[src/rtl/seq_gen_kbonacci_pkg.sv]
// seq_gen_pkg: shared types and helpers for the k-bonacci sequence generator.
//   state_t    : run-control FSM states
//   ORDER_MIN  : smallest legal order k
//   sum_width  : bit width needed to add MAX_ORDER terms of DATA_W bits
package seq_gen_pkg;

   typedef enum logic {
      IDLE = 1'b0,
      RUN  = 1'b1
   } state_t;

   localparam int ORDER_MIN = 2;

   function automatic int sum_width(input int data_w, input int max_order);
      return data_w + $clog2(max_order);
   endfunction

endpackage

[src/rtl/seq_win_sum.sv]
// seq_win_sum: combinational masked adder over the first `order` window
// entries, with saturate/wrap selection of the stored result.
//   win    : window terms, entry 0 is the oldest
//   order  : number of entries to add (k)
//   sat_en : 1 = clamp to all-ones on overflow, 0 = keep low DATA_W bits
//   sum    : value to store as the next term
//   ovf    : the full-precision sum did not fit in DATA_W bits
module seq_win_sum
   import seq_gen_pkg::*;
#(
   parameter int DATA_W    = 32,
   parameter int MAX_ORDER = 4,
   parameter int ORD_W     = $clog2(MAX_ORDER + 1)
) (
   input  logic [MAX_ORDER-1:0][DATA_W-1:0] win,
   input  logic [ORD_W-1:0]                 order,
   input  logic                             sat_en,
   output logic [DATA_W-1:0]                sum,
   output logic                             ovf
);

   localparam int SUM_W = sum_width(DATA_W, MAX_ORDER);

   logic [SUM_W-1:0] acc;

   always_comb begin
      acc = '0;
      for (int i = 0; i < MAX_ORDER; i++) begin
         if (ORD_W'(i) < order) acc = acc + SUM_W'(win[i]);
      end
   end

   // Any bit above DATA_W means the true sum exceeds 2^DATA_W-1.
   assign ovf = |acc[SUM_W-1:DATA_W];
   assign sum = (ovf && sat_en) ? '1 : acc[DATA_W-1:0];

endmodule

[src/rtl/seq_gen_kbonacci.sv]
// seq_gen_kbonacci: run-time order k-bonacci generator with a valid/ready
// output stream.
//   clk, reset_n         : clock, asynchronous active-low reset
//   start_i              : begin a run (sampled only in IDLE)
//   order_i, n_terms_i   : order k, term count (0 = free-running)
//   sat_en_i             : saturate (1) or wrap (0) on overflow
//   seq_o, idx_o         : current term and its index
//   valid_o, ready_i     : output handshake
//   last_o               : seq_o is the final term of a counted run
//   ovf_o                : sticky overflow for the current run
//   busy_o               : a run is active
//   err_o                : one-cycle pulse after a start with an illegal order
module seq_gen_kbonacci
   import seq_gen_pkg::*;
#(
   parameter int DATA_W    = 32,
   parameter int MAX_ORDER = 4,
   parameter int CNT_W     = 16,
   parameter int ORD_W     = $clog2(MAX_ORDER + 1)
) (
   input  logic              clk,
   input  logic              reset_n,
   input  logic              start_i,
   input  logic [ORD_W-1:0]  order_i,
   input  logic [CNT_W-1:0]  n_terms_i,
   input  logic              sat_en_i,
   output logic [DATA_W-1:0] seq_o,
   output logic [CNT_W-1:0]  idx_o,
   output logic              valid_o,
   input  logic              ready_i,
   output logic              last_o,
   output logic              ovf_o,
   output logic              busy_o,
   output logic              err_o
);

   state_t state, state_nxt;

   logic [MAX_ORDER-1:0][DATA_W-1:0] win;
   logic [MAX_ORDER-1:1]             tag;     // entry holds an overflowed term
   logic [ORD_W-1:0]                 k;
   logic [CNT_W-1:0]                 n_terms;
   logic                             sat_en;
   logic [CNT_W-1:0]                 idx;
   logic                             last, ovf, err;

   // One spare zero entry above the window so "next entry" is always in range.
   logic [MAX_ORDER:0][DATA_W-1:0]   win_ext;
   logic [MAX_ORDER:1]               tag_ext;
   logic [DATA_W-1:0]                sum;
   logic                             sum_ovf;

   logic order_ok, accept, reject, xfer, done;

   assign order_ok = (order_i >= ORD_W'(ORDER_MIN)) && (order_i <= ORD_W'(MAX_ORDER));
   assign accept   = (state == IDLE) && start_i && order_ok;
   assign reject   = (state == IDLE) && start_i && !order_ok;
   assign xfer     = (state == RUN) && ready_i;
   assign done     = xfer && last;

   assign win_ext = {DATA_W'(0), win};
   assign tag_ext = {1'b0, tag};

   seq_win_sum #(
      .DATA_W    (DATA_W),
      .MAX_ORDER (MAX_ORDER),
      .ORD_W     (ORD_W)
   ) u_sum (
      .win    (win),
      .order  (k),
      .sat_en (sat_en),
      .sum    (sum),
      .ovf    (sum_ovf)
   );

   always_ff @(posedge clk or negedge reset_n) begin
      if (!reset_n) state <= IDLE;
      else          state <= state_nxt;
   end

   always_comb begin
      state_nxt = state;
      case (state)
         IDLE:    if (accept) state_nxt = RUN;
         RUN:     if (done)   state_nxt = IDLE;
         default: state_nxt = IDLE;
      endcase
   end

   always_ff @(posedge clk or negedge reset_n) begin
      if (!reset_n) begin
         win     <= '0;
         tag     <= '0;
         k       <= '0;
         n_terms <= '0;
         sat_en  <= 1'b0;
         idx     <= '0;
         last    <= 1'b0;
         ovf     <= 1'b0;
         err     <= 1'b0;
      end else begin
         err <= reject;
         if (accept) begin
            k       <= order_i;
            n_terms <= n_terms_i;
            sat_en  <= sat_en_i;
            idx     <= '0;
            last    <= (n_terms_i == CNT_W'(1));
            ovf     <= 1'b0;
            tag     <= '0;
            // Seed: zeros followed by a single one at position k-1.
            for (int i = 0; i < MAX_ORDER; i++)
               win[i] <= (ORD_W'(i + 1) == order_i) ? DATA_W'(1) : '0;
         end else if (xfer) begin
            idx  <= idx + CNT_W'(1);
            last <= (n_terms != '0) && (idx + CNT_W'(1) == n_terms - CNT_W'(1));
            // The term moving into seq_o is entry 1; flag it as it arrives.
            ovf  <= ovf | tag[1];
            for (int i = 0; i < MAX_ORDER; i++) begin
               if (ORD_W'(i + 1) < k)       win[i] <= win_ext[i + 1];
               else if (ORD_W'(i + 1) == k) win[i] <= sum;
               else                         win[i] <= '0;
            end
            for (int i = 1; i < MAX_ORDER; i++) begin
               if (ORD_W'(i + 1) < k)       tag[i] <= tag_ext[i + 1];
               else if (ORD_W'(i + 1) == k) tag[i] <= sum_ovf;
               else                         tag[i] <= 1'b0;
            end
         end
      end
   end

   assign seq_o   = win[0];
   assign idx_o   = idx;
   assign valid_o = (state == RUN);
   assign busy_o  = (state == RUN);
   assign last_o  = last;
   assign ovf_o   = ovf;
   assign err_o   = err;

endmodule

[config.mk]
export PLATFORM = sky130hd
export DESIGN_NAME = seq_gen_kbonacci
export DESIGN_NICKNAME = d
export VERILOG_FILES = /design/src/rtl/seq_gen_kbonacci_pkg.sv /design/src/rtl/seq_win_sum.sv /design/src/rtl/seq_gen_kbonacci.sv
export SDC_FILE = /design/constraint.sdc
export NUM_CORES = 1
export LEC_CHECK = 0
export CAP_MARGIN = 20
export CORE_ASPECT_RATIO = 1.4
export CORE_MARGIN = 2
export CORE_UTILIZATION = 40
export DETAILED_ROUTE_END_ITERATION = 8
export PLACE_DENSITY = 0.6
export SLEW_MARGIN = 20
export SYNTH_ARGS = -nofsm -noshare
export SYNTH_HDL_FRONTEND = slang
export SYNTH_SLANG_ARGS = --single-unit
[constraint.sdc]
create_clock -name clk -period 17.02 [get_ports clk]
set_input_delay 5.106 -clock clk [delete_from_list [all_inputs] [get_ports clk]]
set_output_delay 5.106 -clock clk [all_outputs]
set_load 0.01 [all_outputs]
Word level (Yosys, flattened, before mapping)
Cells that the tools add are included.
{ "op_classes": {"magnitude_cmp": 7, "reduce_logical": 12, "addsub": 5, "mux": 36, "bitwise_logic": 2, "n_eq_ne": 10} }
{ "ops": {"columns": ["operator", "count"], "rows": [
  ["32-bit two-way mux", 10],
  ["128-bit two-way mux", 2],
  ["34-bit two-way mux", 3],
  ["34-bit by 32-bit adder with 34-bit output", 2],
  ["32-bit by 32-bit adder with 33-bit output", 1],
  ["16-bit two-way mux", 2],
  ["16-bit by 1-bit adder with 16-bit output, second input constant", 1],
  ["16-bit by 1-bit == test with 1-bit output, second input constant", 1],
  ["16-bit == test", 1],
  ["1-bit two-way mux", 16],
  ["16-bit nonzero test", 1],
  ["16-bit by 1-bit subtractor with 16-bit output, second input constant", 1],
  ["2-bit by 3-bit == test with 1-bit output, first input constant", 4],
  ["1-bit logical AND", 8],
  ["1-bit by 3-bit == test with 1-bit output, first input constant", 2],
  ["3-bit == test, first input constant", 2],
  ["1-bit by 3-bit less-than comparator with 1-bit output, first input constant", 2],
  ["2-bit by 3-bit less-than comparator with 1-bit output, first input constant", 2],
  ["3-bit two-way mux", 2],
  ["3-bit by 2-bit greater-or-equal comparator with 1-bit output, second input constant", 1],
  ["3-bit <= comparator, second input constant", 1],
  ["3-bit less-than comparator, first input constant", 1],
  ["1-bit one-hot mux with 2 select lines", 1],
  ["2-bit nonzero test", 1],
  ["4 further kinds", 4]
]} }
{ "totals": {"input_bits": 24, "output_inout_bits": 53, "reg_bits": 171, "word_cells": 85} }

Logic depth before layout (Yosys ltp)
{ "depth": {"depth_word": 15, "ltp_mapped": 41, "mapped_depth_nobuf": 34} }

By module
A second synthesis with hierarchy kept.
{ "unflattened": {"hier_cells": 1812, "hier_area_um2": 15033.2} }
{ "modules_own_cells": {"columns": ["module", "seq_area_each_um2", "n_inst", "area_each_um2", "cells_per_inst"], "rows": [
  ["seq_gen_kbonacci", 4279.1, 1, 8037.7, 759],
  ["seq_win_sum", 0.0, 1, 6995.5, 1053]
]} }

Worst setup path after synthesis
Ideal clock, no wire load.
{ "synth_path": {"path_type": "register to register", "start": "register k[1]", "end": "register win[64] (netlist bit)", "slack_ns": 8.750, "path_buffers": 6, "arrival_ns": 8.131, "stages_incl_launch_ff": 37, "required_time_ns": 16.881, "path_cell_list": "dfrtp_1 -> buf_2 -> or3_1 -> buf_2 -> clkbuf_1 -> clkbuf_1 -> clkbuf_1 -> and2_1 -> ha_1 -> buf_2 -> a21o_1 -> maj3_1 -> a41o_1 -> a31o_2 -> nor2_1 -> o21bai_1 -> xnor2_1 -> o21ai_0 -> ha_1 -> and4_1 -> a221o_1 -> a31o_2 -> a21oi_1 -> mux2i_1 -> o211a_1 -> nand2_1 -> ha_1 -> a21o_1 -> a21oi_1 -> o21bai_1 -> a211o_1 -> a221o_1 -> and2_1 -> mux2i_1 -> a21o_1 -> nor2_1 -> or4_1"} }
{ "synth_via": {"elab_chain_cells": 15, "elab_cells_between_ends": 19} }
{ "synth_lines": {"columns": ["element", "line_no", "text"], "rows": [
  ["start: declaration", "seq_gen_kbonacci.sv:41", "logic [ORD_W-1:0] k;"],
  ["start signal: assignment", "seq_gen_kbonacci.sv:104", "k <= order_i;"],
  ["1-bit by 3-bit less-than comparator with 1-bit output", "seq_win_sum.sv:29", "if (ORD_W'(i) < order) acc = acc + SUM_W'(win[i]);"],
  ["32-bit two-way mux", "seq_win_sum.sv:29", null],
  ["32-bit by 32-bit adder with 33-bit output", "seq_win_sum.sv:29", null],
  ["34-bit two-way mux", "seq_win_sum.sv:29", null],
  ["34-bit by 32-bit adder with 34-bit output", "seq_win_sum.sv:29", null],
  ["34-bit two-way mux", "seq_win_sum.sv:29", null],
  ["34-bit by 32-bit adder with 34-bit output", "seq_win_sum.sv:29", null],
  ["34-bit two-way mux", "seq_win_sum.sv:29", null],
  ["2-bit OR reduction", "seq_win_sum.sv:34", "assign ovf = |acc[SUM_W-1:DATA_W];"],
  ["1-bit logical AND", "seq_win_sum.sv:35", "assign sum = (ovf && sat_en) ? '1 : acc[DATA_W-1:0];"],
  ["32-bit two-way mux", "seq_win_sum.sv:35", null],
  ["32-bit two-way mux", "seq_gen_kbonacci.sv:121", "else if (ORD_W'(i + 1) == k) win[i] <= sum;"],
  ["32-bit two-way mux *", "seq_gen_kbonacci.sv:120", "if (ORD_W'(i + 1) < k) win[i] <= win_ext[i + 1];"],
  ["128-bit two-way mux *", "seq_gen_kbonacci.sv:114", "end else if (xfer) begin"],
  ["128-bit two-way mux *", "seq_gen_kbonacci.sv:103", "if (accept) begin"],
  ["end signal: indexed assignment", "seq_gen_kbonacci.sv:113", "win[i] <= (ORD_W'(i + 1) == order_i) ? DATA_W'(1) : '0;"],
  ["end signal: indexed assignment", "seq_gen_kbonacci.sv:120", null],
  ["end signal: indexed assignment", "seq_gen_kbonacci.sv:121", null],
  ["end: declaration", "seq_gen_kbonacci.sv:39", "logic [MAX_ORDER-1:0][DATA_W-1:0] win;"]
]} }
Mark *: on every way between the ends. The rest lies on a longest branch, timed or not. The select of a mux whose other input is x is not followed.
A chain may end at the register's enable or synchronous reset.

Worst setup path in the final report
{ "layout_path": {"start": "register k[1]", "end": "register win[97] (netlist bit)"} }
Same word-level chain as after synthesis.

==> key figures <==
Outcome
  – Status: finished, final reports clean

Timing
  – RSZ-0062 raised after global routing: false
  – Slew margin rel.: 28.0%
  – Fin. Hold Viols: 0
  – Tcrit/Tclk final: 62.1%
  – Fmax: 94.6 MHz
  – Pins over their slew limit: 0
  – Setup tns final: 0 ns
  – Tmin final: 10.57 ns
  – Worst-case clock skew: 0.0121 ns
  – Worst slew pin tran: 1.08 ns
  – Setup WS post-layout: 6.45 ns
  – WHS: 0.501 ns
  – Setup Viol. Count Final: 0

Critical path
  – Setup crit start kind: register
  – CP required: 17.39 ns
  – R2R cell count: 31
  – R2R Path Start: k[1]
  – Slowest stage cell, crit path: a2111oi_1
  – WP data arrival: 10.94 ns
  – Reg-to-Reg End: win[97]
  – CP max FO: 39
  – R2R setup slack: 6.45 ns
  – Critical path's top delay family: compound AO/OA/AOI/OAI gates
  – Worst path buffer plus inverter count: 1
  – Highest cell delay on the worst timing path: 0.93 ns
  – Critical setup path kind: reg2reg
  – CP endpoint kind: register

Hold path
  – Worst Hold Class: reg2reg
  – WHS Endpoint: tag[3]
  – Hold path cells: 2
  – HP Start: tag[3]

Clocking
  – CTS tree: done
  – H-tree levels: 4
  – Num Clock Sinks: 171
  – Clk_lat worst skew: 0.47 ns
  – Num CTS Buffers: 17
  – Clock slew at reported path FFs: 0.07 ns
  – Post-CTS setup buffers: 0
  – Post-CTS Resized: 0
  – Root Driver: clkbuf_16
  – Hold_buf cts: 0
  – Clk buf depth: 2

Synthesis
  – Mean Syn Cell Area: 8.02 um2
  – Top area cells in the synthesized netlist: dfrtp_1 28%, ha_1 7.8%, nand2_1 6.1%
  – Number of synthesized flops with an enable pin: 0
  – FFs w/ async S/R, synth: 100%
  – Synthesized flop and latch total: 171
  – Synth Instances: 1888
  – Area leader, netlist: dfrtp_1
  – Mapped cell area: 15100 um2
  – Yosys warning count: 0
  – Top-area cell type share of the netlist area: 28.3%
  – Unique masters post-synth: 79
  – Post-Syn Nets: 2009
  – Seq/Total Area, Yosys: 28.3%
  – Most used DFF post-synth: dfrtp_1

Floorplanning
  – # rows: 84
  – Die Y: 234 um
  – # IOs: 77
  – Initial core utilization: 40.5%
  – Core area: 37400 um2
  – Chip width: 168 um
  – Die footprint: 39400 um2

Routing
  – Via/cell ratio: 6.29
  – Vias: 14800
  – Total wire length: 53.3 mm
  – Residual DRC: 0
  – Post-DR wirelength/cell: 22.6 um
  – First-pass DRT Iterations: 7
  – Post-DRT Antenna Nets: 0
  – Starting DRC count in detailed routing: 1662

Finish
  – Layout cell share with drive strength beyond 1: 5.16%
  – Nets: 1987
  – Storage cell area: 4280 um2
  – Most frequent cells in the layout: 246 x nand2_1, 170 x dfrtp_1, 149 x o21ai_0, 133 x a21oi_1, 95 x nor2_1
  – Multi-input logic area: 10000 um2
  – Most common cell after layout, fill and taps aside: nand2_1
  – Synthesis-to-layout area growth: 10.3%
  – Number of antenna diodes: 0
  – Filler instances: 3816

Placed design
  – GP Congestion: 0.934
  – Placement Setup Slack: 6.66 ns
  – DPL Wire Length: 39.6 mm
  – IO buf count: 76

Global route
  – Tot GR Track Use: 27.3%
  – Initial antenna violation count: 0
  – First-pass GRT wire length: 83.5 mm
  – Overflow after GRT: 0
  – Number of global-route vias before repair: 14400
  – Largest net degree at the start of global routing: 109

Power
  – PD cells: 177 nW/um2
  – Tot Pwr: 2.96 mW
  – Leakage: 7.39 nW
  – Max VDD drop: 82.6 uV

Job
  – Number of max-cap violations: 0
## cell families after synthesis
logic type                 Yosys count  synth area share, %
AOI/OAI and AO/OA                  648                 29.2
and+or+nand+nor                    627                 19.7
buffers and inverters              194                 5.72
DFF                                171                 28.3
xor gates and xnor gates           131                 7.58
adders and majority gates           98                 8.23
muxes                               19                 1.34
## tightest hold or removal path: stages (launching register included)
cell	delay, ns
dfrtp_1	0.35
nand2_1	0.05
o21ai_0	0.07
## cell usage after synthesis (40+ instances only)
library cell  count
nand2_1         246
a22oi_1          58
dfrtp_1         171
a21oi_1         133
and2_1           40
xnor2_1          86
clkbuf_1         95
nand3_1          70
inv_1            51
xor2_1           45
ha_1             94
o21ai_0         149
nor2_1          104
## per-layer routing
metal	up-vias	GRT usage [%]	wire length [um]
met5	-	0	0
met4	0	9.62	1580
met3	85	2.80	2290
met2	498	47.5	25900
met1	7251	35.2	23500
li1	6968	-	-
## stage by stage
stage | utilization, % | std cells | instance area, um2
final | 44.7 | 2352 | 16700
after global routing | 44.7 | 2352 | 16700
after CTS | 44.7 | 2352 | 16700
after detailed placement | 42.9 | 2320 | 16100
after global placement | 42.9 | 2320 | 16000
after floorplan | - | 1888 | 15100
## area by class of cell
cell class / instances / share of cell area [%]
inverter: 51 / 1.15
tap: 473 / 3.54
sequential: 171 / 25.6
clock inverter: 15 / 1.38
clock buffer: 17 / 2.55
multi-input combinational: 1523 / 60.0
timing repair buffer: 102 / 5.74
## worst max path at each step
stage,start,end,cells past startpoint,slack [ns]
5_1_grt,k[1],win[120],31,5.86
6_report,k[1],win[97],31,6.45
2_1_floorplan,k[1],win[64],36,8.75
3_3_place_gp,k[2],win[120],31,6.43
4_1_cts,k[1],win[97],31,6.63
3_5_place_dp,k[1],win[97],31,6.66
## where the power goes
part	internal, mW	total, mW	switching (mW)
Sequential	0.520	0.695	0.175
Combinational	0.664	1.81	1.15
Clock	0.253	0.454	0.202
Total	1.44	2.96	1.52
## state kept, by name, indices dropped and copies added, names as in the netlist
register / flops
err_o: 1
seq_o: 32
ovf_o: 1
sat_en: 1
idx_o: 16
last_o: 1
tag: 3
busy_o: 1
win: 96
n_terms: 16
k: 3
No activity file was read; power rests on OpenSTA's default activity.
